$ cat src/rtl/g11620_emu_pkg.sv
// rtl/g11620_emu_pkg.sv - shared state, pattern and default constants for the G11620 sensor responder
package g11620_emu_pkg;

   typedef enum logic [2:0] {
      EMU_IDLE  = 3'd0,
      EMU_INTEG = 3'd1,
      EMU_DLY   = 3'd2,
      EMU_SP    = 3'd3,
      EMU_READ  = 3'd4
   } emu_state_e;

   localparam logic [1:0] PAT_RAMP  = 2'd0;
   localparam logic [1:0] PAT_CONST = 2'd1;
   localparam logic [1:0] PAT_INTEG = 2'd2;
   localparam logic [1:0] PAT_CHECK = 2'd3;

   localparam logic [8:0]  PIX_NUM_DEF   = 9'd511;
   localparam logic [7:0]  SP_DLY_DEF    = 8'd16;
   localparam logic [31:0] MIN_INTEG_DEF = 32'd4;
   localparam int          DW_DEF        = 16;

endpackage

$ cat src/rtl/g11620_emu_pattern.sv
// rtl/g11620_emu_pattern.sv - combinational pixel word generator for the selected test pattern
module g11620_emu_pattern
   import g11620_emu_pkg::*;
#(
   parameter int DW = DW_DEF
) (
   input  logic [1:0]    mode_i,
   input  logic [8:0]    pix_i,
   input  logic [31:0]   integ_len_i,
   input  logic [DW-1:0] const_i,
   input  logic          frame_lsb_i,
   output logic [DW-1:0] data_o
);

   always_comb begin
      data_o = '0;
      case (mode_i)
         PAT_RAMP:  data_o = DW'(pix_i);
         PAT_CONST: data_o = const_i;
         PAT_INTEG: data_o = integ_len_i[DW-1:0] + DW'(pix_i);
         PAT_CHECK: data_o = {DW{pix_i[0] ^ frame_lsb_i}};
         default:   data_o = '0;
      endcase
   end

endmodule

$ cat src/rtl/g11620_emu.sv
// rtl/g11620_emu.sv - G11620 linear sensor responder: measures integration, pulses ad_sp, streams one line
module g11620_emu
   import g11620_emu_pkg::*;
#(
   parameter logic [8:0]  PIX_NUM   = PIX_NUM_DEF,
   parameter logic [7:0]  SP_DLY    = SP_DLY_DEF,
   parameter logic [31:0] MIN_INTEG = MIN_INTEG_DEF,
   parameter int          DW        = DW_DEF
) (
   input  logic          clk,
   input  logic          rst_n,
   input  logic          reset_in,
   input  logic [1:0]    pattern_sel,
   input  logic [DW-1:0] const_val,
   output logic          ad_sp_o,
   output logic          video_valid_o,
   output logic [DW-1:0] video_data_o,
   output logic [8:0]    pix_idx_o,
   output logic [31:0]   integ_len_o,
   output logic [15:0]   frame_cnt_o,
   output logic          short_err_o,
   output logic          abort_err_o
);

   emu_state_e    state_q, state_d;
   logic          reset_d_q, reset_d_d;
   logic [31:0]   integ_cnt_q, integ_cnt_d;
   logic [7:0]    dly_cnt_q, dly_cnt_d;
   logic [1:0]    mode_q, mode_d;
   logic [DW-1:0] const_q, const_d;
   logic          ad_sp_q, ad_sp_d;
   logic          valid_q, valid_d;
   logic [DW-1:0] data_q, data_d;
   logic [8:0]    pix_q, pix_d;
   logic [31:0]   integ_len_q, integ_len_d;
   logic [15:0]   frame_q, frame_d;
   logic          short_q, short_d;
   logic          abort_q, abort_d;

   logic          rise, fall, in_sp;
   logic [DW-1:0] pat_data;

   assign rise  = reset_in & ~reset_d_q;
   assign fall  = ~reset_in & reset_d_q;
   assign in_sp = (state_q == EMU_SP);

   // In SP the pattern inputs are taken live so pixel 0 already uses the values being latched.
   g11620_emu_pattern #(.DW(DW)) u_pattern (
      .mode_i      (in_sp ? pattern_sel : mode_q),
      .pix_i       (in_sp ? 9'd0 : pix_q + 9'd1),
      .integ_len_i (integ_len_q),
      .const_i     (in_sp ? const_val : const_q),
      .frame_lsb_i (frame_q[0]),
      .data_o      (pat_data)
   );

   always_comb begin
      state_d     = state_q;
      reset_d_d   = reset_in;
      integ_cnt_d = integ_cnt_q;
      dly_cnt_d   = dly_cnt_q;
      mode_d      = mode_q;
      const_d     = const_q;
      ad_sp_d     = 1'b0;
      valid_d     = valid_q;
      data_d      = data_q;
      pix_d       = pix_q;
      integ_len_d = integ_len_q;
      frame_d     = frame_q;
      short_d     = short_q;
      abort_d     = abort_q;
      case (state_q)
         EMU_IDLE: begin
            if (rise) begin
               state_d     = EMU_INTEG;
               integ_cnt_d = 32'd1;
            end
         end
         EMU_INTEG: begin
            if (fall) begin
               integ_len_d = integ_cnt_q;
               if (integ_cnt_q < MIN_INTEG) begin
                  short_d = 1'b1;
                  state_d = EMU_IDLE;
               end else begin
                  dly_cnt_d = 8'd0;
                  state_d   = EMU_DLY;
               end
            end else if (reset_in && (integ_cnt_q != 32'hFFFF_FFFF)) begin
               integ_cnt_d = integ_cnt_q + 32'd1;
            end
         end
         EMU_DLY: begin
            if (!rise) begin
               if (({1'b0, dly_cnt_q} + 9'd2) >= {1'b0, SP_DLY}) begin
                  state_d = EMU_SP;
                  ad_sp_d = 1'b1;
               end else begin
                  dly_cnt_d = dly_cnt_q + 8'd1;
               end
            end
         end
         EMU_SP: begin
            if (!rise) begin
               mode_d  = pattern_sel;
               const_d = const_val;
               pix_d   = 9'd0;
               data_d  = pat_data;
               valid_d = 1'b1;
               state_d = EMU_READ;
            end
         end
         EMU_READ: begin
            if (!rise) begin
               if (pix_q == PIX_NUM) begin
                  valid_d = 1'b0;
                  frame_d = frame_q + 16'd1;
                  state_d = EMU_IDLE;
               end else begin
                  pix_d  = pix_q + 9'd1;
                  data_d = pat_data;
               end
            end
         end
         default: state_d = EMU_IDLE;
      endcase
      // A new integration pulse during delay or readout abandons the line and starts a fresh one.
      if (rise && (state_q == EMU_DLY || state_q == EMU_SP || state_q == EMU_READ)) begin
         abort_d     = 1'b1;
         valid_d     = 1'b0;
         integ_cnt_d = 32'd1;
         state_d     = EMU_INTEG;
      end
   end

   always_ff @(posedge clk or negedge rst_n) begin
      if (!rst_n) begin
         state_q     <= EMU_IDLE;
         reset_d_q   <= 1'b0;
         integ_cnt_q <= '0;
         dly_cnt_q   <= '0;
         mode_q      <= '0;
         const_q     <= '0;
         ad_sp_q     <= 1'b0;
         valid_q     <= 1'b0;
         data_q      <= '0;
         pix_q       <= '0;
         integ_len_q <= '0;
         frame_q     <= '0;
         short_q     <= 1'b0;
         abort_q     <= 1'b0;
      end else begin
         state_q     <= state_d;
         reset_d_q   <= reset_d_d;
         integ_cnt_q <= integ_cnt_d;
         dly_cnt_q   <= dly_cnt_d;
         mode_q      <= mode_d;
         const_q     <= const_d;
         ad_sp_q     <= ad_sp_d;
         valid_q     <= valid_d;
         data_q      <= data_d;
         pix_q       <= pix_d;
         integ_len_q <= integ_len_d;
         frame_q     <= frame_d;
         short_q     <= short_d;
         abort_q     <= abort_d;
      end
   end

   assign ad_sp_o       = ad_sp_q;
   assign video_valid_o = valid_q & ~rise;
   assign video_data_o  = data_q;
   assign pix_idx_o     = pix_q;
   assign integ_len_o   = integ_len_q;
   assign frame_cnt_o   = frame_q;
   assign short_err_o   = short_q;
   assign abort_err_o   = abort_q;

endmodule
$ cat config.mk
export PLATFORM = sky130hd
export DESIGN_NAME = g11620_emu
export DESIGN_NICKNAME = d
export VERILOG_FILES = /design/src/rtl/g11620_emu_pkg.sv /design/src/rtl/g11620_emu_pattern.sv /design/src/rtl/g11620_emu.sv
export SDC_FILE = /design/constraint.sdc
export NUM_CORES = 1
export LEC_CHECK = 0
export CORE_ASPECT_RATIO = 1.4
export CORE_MARGIN = 4
export CORE_UTILIZATION = 50
export DETAILED_ROUTE_END_ITERATION = 10
export GPL_ROUTABILITY_DRIVEN = 0
export PLACE_DENSITY_LB_ADDON = 0.1
export SYNTH_ARGS = -nofsm -noshare
export SYNTH_HDL_FRONTEND = slang
export SYNTH_HIERARCHICAL = 1
export SYNTH_SLANG_ARGS = --single-unit
$ cat constraint.sdc
create_clock -name clk -period 3.2 [get_ports clk]
set_input_delay 0.64 -clock clk [delete_from_list [all_inputs] [get_ports clk]]
set_output_delay 0.64 -clock clk [all_outputs]
set_load 0.02 [all_outputs]
# After elaboration in Yosys (flattened, before gate mapping)
# Cells that the tools add are included.
# classes
add_sub_neg,6
magnitude_cmp,2
n_eq_ne,25
muxes,40
bitwise_logic,7
n_reduce_logical,19
# op_table
cell,count
two-way mux 32 bit,4
two-way mux 16 bit,4
case mux 16 bit (4 select lines),1
case mux 32 bit (2 select lines),1
two-way mux 9 bit,4
"adder 32 x 1 -> 32 bit, second input constant",1
"less-than comparator 32 x 3 -> 1 bit, second input constant",1
two-way mux 8 bit,4
"!= test 32 bit, second input constant",1
case mux 16 bit (2 select lines),1
two-way mux 3 bit,8
case mux 9 bit (2 select lines),1
"adder 16 x 1 -> 16 bit, second input constant",1
adder 16 x 9 -> 16 bit,1
case mux 8 bit (2 select lines),1
"!= test 3 x 2 -> 1 bit, second input constant",5
case mux 3 bit (5 select lines),1
"!= test 2 bit, second input constant",7
"!= test 3 bit, second input constant",4
AND reduction 4 bit,3
"adder 8 x 2 -> 9 bit, second input constant",1
"adder 9 x 1 -> 9 bit, second input constant",1
"== test 9 bit, second input constant",1
"greater-or-equal comparator 9 x 5 -> 1 bit, second input constant",1
22 further kinds,41
# word_totals
regBits,139
input_bits,21
output_inout_bits,77
word_cells,113

# Longest topological paths before layout
# Gate-level depths: netlist of run 1.
# logic_depth
word_depth,7
mapped_depth,14
mapped_depth_nobuf,14

# Modules after synthesis
# Netlist of run 1, hierarchy kept.
# modules_own_cells
module,instances,cells_each,area_per_inst_um2,seq_area_each_um2
g11620_emu,1,629,6581.3,3478.3
g11620_emu_pattern,1,163,1059.8,0.0

# Worst setup path before layout of run 1
# OpenSTA, ideal clock, no wires.
# synth_path
path_type,register -> register
from,reg pix_q[0] (netlist: pix_idx_o[0])
to,reg data_q[12] (netlist: video_data_o[12])
setup_ns,0.125
arrival_time_ns,3.245
required_ns,3.075
setup_slack_ns,-0.170
stages_incl_launch_ff,15
cell_sequence,dfrtp_1 -> ha_1 -> and3_1 -> and3_1 -> and3_1 -> ha_1 -> inv_1 -> nor2_1 -> ha_1 -> a21oi_1 -> and2_0 -> nor2_1 -> a2111oi_0 -> nand2_1 -> mux2_2
# synth_between
elab_chain_cells,7
word_cells_on_any_way,12
# synth_rtl
item,line_no,source
start: declaration,g11620_emu.sv:34,"logic [8:0] pix_q, pix_d;"
start signal: assignment,g11620_emu.sv:162,pix_q <= pix_d;
adder 9 x 1 -> 9 bit *,g11620_emu.sv:50,".pix_i (in_sp ? 9'd0 : pix_q + 9'd1),"
two-way mux 9 bit *,g11620_emu.sv:50,
adder 16 x 9 -> 16 bit or XOR 1 bit (tied branches),"g11620_emu_pattern.sv:20, g11620_emu_pattern.sv:21",
case mux 16 bit (4 select lines) *,g11620_emu_pattern.sv:17,case (mode_i)
two-way mux 16 bit,g11620_emu.sv:115,if (pix_q == PIX_NUM) begin
two-way mux 16 bit,g11620_emu.sv:114,if (!rise) begin
case mux 16 bit (2 select lines) *,g11620_emu.sv:72,case (state_q)
named net data_d[12],g11620_emu.sv:33,"logic [DW-1:0] data_q, data_d;"
end signal: assignment,g11620_emu.sv:161,data_q <= data_d;
end: declaration,g11620_emu.sv:33,
# The timed path passes the listed nets; every way through them passes the cells marked *. The select of a mux whose other input is x is not followed.
# A chain may end at the register's enable or synchronous reset.

# Worst setup path after layout of run 1
# layout_path
from,reg pix_q[0] (netlist: pix_idx_o[0])
to,reg data_q[15] (netlist: video_data_o[15])
# Same word-level chain as after synthesis.

==> results of run 1 <==
==> timing repair <==
| item | 4_1_cts | 5_1_grt |
|---|---|---|
| pin swaps | 0 | 4 |
| hold buffers | 0 | 0 |
| setup endpoints to repair | 3 | 11 |
| gates resized for setup | 4 | 13 |
==> critical path: stages, from the launching register on <==
cell and delay (ps):
dfrtp_2 400, ha_1 210, and3_1 200, and3_1 190, and3_1 180, ha_1 280, inv_2 80, nor2_4 50
ha_4 290, nand2_1 90, o21a_1 220, or4_1 470, o2111a_1 160, nand2_1 60, mux2_1 120
==> layout make-up <==
type | instances | area, um2 | share of cell area (%)
clock inverters | 13 | 165.2 | 1.720
flip-flops and latches | 139 | 3480 | 36.23
inverters | 19 | 71.32 | 0.7427
repair buffers | 126 | 1206 | 12.56
clock buffers | 19 | 442.9 | 4.612
well taps | 192 | 240.2 | 2.502
multi-input cells | 598 | 3998 | 41.63
==> cells by family (layout without fill, tap and decap cells) <==
group / Yosys count / count (layout) / synth area share [%]
AO/OA/AOI/OAI: 125 / 125 / 10.35
XOR/XNOR: 48 / 48 / 5.502
adder cells (fa/ha/maj): 17 / 17 / 2.882
buffers and inverters: 55 / 177 / 3.242
flip-flops: 139 / 139 / 45.52
multiplexers: 69 / 69 / 10.10
AND/OR/NAND/NOR: 339 / 339 / 22.40
==> metal layers <==
layer  GRT usage [%]  vias to the layer above  wire (um)
met2           40.84                      182      10160
met1           27.23                     3069       7727
li1                -                     3021          -
met4           7.159                        0        384
met5               0                        -          0
met3           4.579                       29        877
==> placed cells by master, fill, tap and decap left out, types with 14 or more instances in the layout <==
cell type and instances:
buf_4 27, nand4_1 25, inv_1 17, mux2_2 33, nand2_1 106, and3_1 18
clkbuf_16 17, nand3_1 24, a21oi_1 27, ha_1 14, mux2_1 32, dfrtp_1 138
o21ai_0 36, nor2_1 68, clkdlybuf4s50_1 96, xnor2_1 22, xor2_1 26
==> stage by stage <==
step | worst slack, ps | TNS (ps) | hold WS, ps
6_report | 138.4 | 0 | 136.3
5_1_grt | 1.451 | 0 | 158.9
4_1_cts | 7.399 | 0 | 135.3
3_5_place_dp | -54.39 | -115.6 | 454.3
3_3_place_gp | 44.64 | 0 | 452.9
2_1_floorplan | 4.875 | 0 | 344.4
==> flip-flops by register name, indices dropped and copies added (netlist names) <==
signal        count
abort_err_o       1
ad_sp_o           1
const_q          16
dly_cnt_q         8
frame_cnt_o      16
integ_cnt_q      32
integ_len_o      32
mode_q            2
pix_idx_o         9
reset_d_q         1
short_err_o       1
state_q           3
valid_q           1
video_data_o     16
==> worst min-delay path by stage <==
stage                                  end                    start  slack (ps)  cells past startpoint
2_1_floorplan      abort_err_o$_DFFE_PN0P_                    rst_n         340                      0
3_3_place_gp       const_q[14]$_DFFE_PN0P_  const_q[14]$_DFFE_PN0P_         450                      2
3_5_place_dp       abort_err_o$_DFFE_PN0P_  abort_err_o$_DFFE_PN0P_         450                      1
4_1_cts        frame_cnt_o[11]$_DFFE_PN0P_                    rst_n         140                      1
5_1_grt        frame_cnt_o[11]$_DFFE_PN0P_                    rst_n         160                      1
6_report       frame_cnt_o[12]$_DFFE_PN0P_                    rst_n         140                      1
==> report_power, final <==
part	switching [mW]	total, mW	leakage [nW]	internal (mW)
clock	0.768	2.02	0.298	1.25
sequential	0.233	2.27	1.88	2.04
combinational	1.10	2.01	2.20	0.908
==> results.py, run 1 <==
metrics = {
    "finish": {
        "layout.nets": 939,
        "diodes": 0,
        "layout-drive-gt1-share_pct": 13.57,
        "fillers": 1260,
        "finish.utilization_pct": 64.08,
        "finalNonFillerCells": 1106,
        "area_growth_pct": 25.68,
        "design_area_um2": 9603,
    },
    "pwr": {
        "vdd_ir_drop_max_mv": 0.3519,
        "power_mw": 6.294,
        "p_per_area_nw_per_um2": 655.5,
        "p_leak_nw": 4.373,
    },
    "cts": {
        "cts_buffer_depth": 2,
        "cts_sinks": 139,
        "post-cts-setup-buffers": 0,
        "insertion_delay_ps": 420,
        "cts_tree": "built",
        "cts_max_level": 4,
        "cts-root-buf": "clkbuf_16",
        "clk_pin_slew_worst_paths_ps": 60,
        "cts_inserted_buffers": 17,
    },
    "global_route": {
        "grt-ovfl-total": 0,
        "track_usage_pct": 22.73,
        "grt_pass1_vias": 6439,
        "grt_pass1_wl_um": 32370,
        "antenna_found_initial": 0,
        "grt_max_degree": 47,
    },
    "detailed_routing": {
        "wl_per_cell_um": 17.32,
        "drc": 0,
        "wl_um": 19150,
        "ant_nets": 0,
        "vias": 6301,
        "vias_per_cell": 5.697,
        "drt_pass1_iterations": 5,
        "drtIter0Drc": 305,
    },
    "synthesis": {
        "synthesis.instances": 792,
        "synth_edf_count": 0,
        "async_reset_ff_share_pct": 100.0,
        "yosysMostFrequentCell": "dfrtp_1",
        "syn_area_per_cell_um2": 9.648,
        "synthDistinctLibCells": 62,
        "synth_warnings": 6,
        "yosys.area.top_type": "dfrtp_1",
        "yosysTopAreaCellShare_pct": 45.52,
        "yosysSeqAreaShare_pct": 45.52,
        "syn_nets": 830,
        "synthTopCellsByCount": "dfrtp_1 (139), nand2_1 (106), nor2_1 (71), o21ai_0 (37), mux2_2 (33)",
        "synth.cell_area_um2": 7641,
        "ys.flop_type": "dfrtp_1",
        "synth.area.top_cells": "dfrtp_1 (46%), nand2_1 (5.2%), mux2_2 (4.9%)",
        "ys_ff_latch": 139,
    },
    "setup_path": {
        "cp_max_fo": 5,
        "rrSetupSlack_ps": 140,
        "crit_arrival_ps": 3420,
        "crit_path_end_kind": "register",
        "setup.worst_path.class": "reg2reg",
        "worstRegToRegCells": 14,
        "crit_path_start_kind": "register",
        "required_ps": 3560,
        "critical_path.startpoint": "pix_idx_o[0]$_DFFE_PN0P_",
        "r2r-end": "video_data_o[15]$_DFFE_PN0P_",
        "r2r-start": "pix_idx_o[0]$_DFFE_PN0P_",
        "critPathCapture": "video_data_o[15]$_DFFE_PN0P_",
    },
    "placed_design": {
        "placedCellCount": 1074,
        "io_buffers": 97,
        "placed_area_um2": 8921,
        "place.detailed.hpwl_um": 13990,
    },
    "sta": {
        "slew_violations": 0,
        "fin_skew_ps": 7.072,
        "fin_crit_sh_pct": 95.67,
        "rsz0062_at_grt": "true",
        "setup_viol": 0,
        "fmax_mhz": 326.6,
        "finalHoldViolCount": 0,
        "period_minus_slack_ps": 3062,
        "worstMarginPinSlew_ps": 1242,
        "slew-limit-headroom_pct": 17.11,
    },
    "die": {
        "ios": 98,
        "rows": 53,
        "initial_core_util_pct": 50.99,
        "die_height_um": 154.3,
        "fp.dieW_um": 112.5,
        "core_um2": 14990,
        "die-area_um2": 17350,
    },
    "job": {
        "drv_cap": 0,
    },
    "outcome": {
        "status": "complete, no violations",
    },
    "hold_path": {
        "hp-class": "in2async",
    },
}
Note: power is estimated with default switching activity, not from simulation.
==> run 2: changes to the inputs <==
--- a/config.mk
+++ b/config.mk
@@ -11,6 +11,7 @@
 export DETAILED_ROUTE_END_ITERATION = 10
 export GPL_ROUTABILITY_DRIVEN = 0
 export PLACE_DENSITY_LB_ADDON = 0.1
+export SKIP_CTS_REPAIR_TIMING = 1
 export SYNTH_ARGS = -nofsm -noshare
 export SYNTH_HDL_FRONTEND = slang
 export SYNTH_HIERARCHICAL = 1
==> results.py, run 2 (synthesis results as in run 1) <==
metrics = {
    "global_route": {
        "antenna_found_initial": 0,
        "grt_pass1_wl_um": 32340,
        "grt-ovfl-total": 0,
        "track_usage_pct": 22.68,
        "grt_pass1_vias": 6439,
        "grt_max_degree": 47,
    },
    "setup_path": {
        "cp_max_fo": 5,
        "cpLargestDelayFamily": "simple AND/OR/NAND/NOR gates",
        "crit_path_end_kind": "register",
        "critPathSlowestCell": "fa_1",
        "r2r-end": "video_data_o[12]$_DFFE_PN0P_",
        "crit_arrival_ps": 3340,
        "r2r-start": "state_q[1]$_DFFE_PN0P_",
        "worstRegToRegCells": 12,
        "max_stage_delay_ps": 410,
        "cp_cell_sequence": "nor2b_1, and2_1, nor2_1, ha_1, inv_1, fa_1, nor2b_2, o31ai_2, a211oi_2, mux2_2, nand2_1, mux2_2",
        "rrSetupSlack_ps": 170,
        "crit_path_frequent_cell": "mux2_2",
        "required_ps": 3510,
        "crit_path_start_kind": "register",
        "path_buf_inv": 1,
        "setup.worst_path.class": "reg2reg",
    },
    "sta": {
        "fmax_mhz": 330.0,
        "worstMarginPinSlew_ps": 1249,
        "setup_viol": 0,
        "slew_violations": 0,
        "slew-limit-headroom_pct": 16.66,
        "hold_slack_ps": 137.8,
        "fin_skew_ps": 7.573,
        "period_minus_slack_ps": 3030,
        "fin_crit_sh_pct": 94.70,
        "finalHoldViolCount": 0,
        "rsz0062_at_grt": "false",
    },
    "die": {
        "rows": 53,
        "ios": 98,
        "initial_core_util_pct": 50.99,
        "die_height_um": 154.3,
        "fp.dieW_um": 112.5,
        "die-area_um2": 17350,
        "core_um2": 14990,
    },
    "cts": {
        "cts_sinks": 139,
        "cts_max_level": 4,
        "cts_inserted_buffers": 17,
        "cts-root-buf": "clkbuf_16",
        "cts_buffer_depth": 2,
        "cts_tree": "built",
        "insertion_delay_ps": 430,
        "clk_pin_slew_worst_paths_ps": 60,
    },
    "detailed_routing": {
        "wl_um": 19260,
        "drtIter0Drc": 347,
        "vias_per_cell": 5.712,
        "ant_nets": 0,
        "drc": 0,
        "drt_pass1_iterations": 6,
        "wl_per_cell_um": 17.40,
        "vias": 6323,
    },
    "pwr": {
        "vdd_ir_drop_max_mv": 0.3508,
        "seq_power_share_pct": 36.1,
        "pwr-share-clk_pct": 32.0,
        "swShare_pct": 33.41,
        "p_per_area_nw_per_um2": 655.1,
        "p_leak_nw": 4.375,
        "power_mw": 6.300,
        "p_int_mw": 4.195,
        "switchingPower_mw": 2.105,
        "power_frac_comb_pct": 31.9,
    },
    "finish": {
        "final_common_cell": "dfrtp_1",
        "finish.utilization_pct": 64.16,
        "area_growth_pct": 25.84,
        "regArea_um2": 3480,
        "diodes": 0,
        "most-common-layout-cells": "dfrtp_1 (138), nand2_1 (106), clkdlybuf4s50_1 (96)",
        "fillers": 1256,
        "multiInputGateArea_um2": 4003,
        "layout.nets": 940,
        "layout-drive-gt1-share_pct": 13.88,
    },
    "hold_path": {
        "hp-class": "in2async",
    },
    "outcome": {
        "status": "complete, no violations",
    },
    "placed_design": {
        "place.detailed.hpwl_um": 13990,
        "io_buffers": 97,
    },
    "job": {
        "drv_cap": 0,
    },
}
[run 2: power groups by stage]
stage                     Clock, mW  Sequential [mW]  Combinational [mW]
final                          2.02             2.27                2.01
after global routing           2.14             2.30                2.21
after CTS                      2.06             2.27                1.99
after detailed placement          0             2.30                1.96
after global placement            0             2.28                1.91
after floorplan                   0             2.37                1.18
[run 2: through the flow]
step                      cells  instance area (um2)  setup slack (ps)  setup TNS (ps)
after detailed placement   1074                 8921            -54.39          -115.6
after floorplan             792                 7649             4.875               0
after global routing       1107                 9615             7.486               0
after global placement     1074                 8921             44.64               0
final                      1107                 9615             169.6               0
after CTS                  1106                 9529            -66.09          -158.5
[run 2: cell type report]
| cell class | instances | area share (%) |
|---|---|---|
| Sequential cell | 139 | 36.19 |
| Inverter | 19 | 0.7417 |
| Multi-Input combinational cell | 598 | 41.63 |
| Clock buffer | 19 | 4.606 |
| Timing Repair Buffer | 127 | 12.62 |
| Clock inverter | 13 | 1.718 |
| Tap cell | 192 | 2.498 |
[run 2: worst max path at each step]
stage,end,startpoint,cells after the start,slack (ps)
after detailed placement,video_data_o[10]$_DFFE_PN0P_,pix_idx_o[0]$_DFFE_PN0P_,14,-50
after global routing,video_data_o[14]$_DFFE_PN0P_,state_q[2]$_DFFE_PN0P_,10,7
after CTS,video_data_o[10]$_DFFE_PN0P_,pix_idx_o[0]$_DFFE_PN0P_,14,-70
after global placement,video_data_o[13]$_DFFE_PN0P_,pix_idx_o[0]$_DFFE_PN0P_,14,40
after floorplan,video_data_o[10]$_DFFE_PN0P_,state_q[1]$_DFFE_PN0P_,14,5
final,video_data_o[12]$_DFFE_PN0P_,state_q[1]$_DFFE_PN0P_,12,170
[run 2: worst register-to-register path: stages (launching register included)]
cell,delay (ps)
dfrtp_1,370
nor2b_1,160
and2_1,230
nor2_1,200
ha_1,250
inv_1,70
fa_1,410
nor2b_2,170
o31ai_2,120
a211oi_2,380
mux2_2,240
nand2_1,50
mux2_2,270
[run 2: metal layers]
layer	wire, um	part of all wire [%]	GRT usage, %
met4	331	1.7	7.159
met5	0	0	0
met1	7852	41	27.20
met3	797	4.1	4.462
met2	10280	53	40.78
==> run 3: changes to the inputs <==
--- a/config.mk
+++ b/config.mk
@@ -10,6 +10,7 @@
 export CORE_UTILIZATION = 50
 export DETAILED_ROUTE_END_ITERATION = 10
 export GPL_ROUTABILITY_DRIVEN = 0
+export HOLD_SLACK_MARGIN = 0.12
 export PLACE_DENSITY_LB_ADDON = 0.1
 export SKIP_CTS_REPAIR_TIMING = 1
 export SYNTH_ARGS = -nofsm -noshare
==> results of run 3 <==
No change in the layout: final DEF, timing and power equal those of run 2.
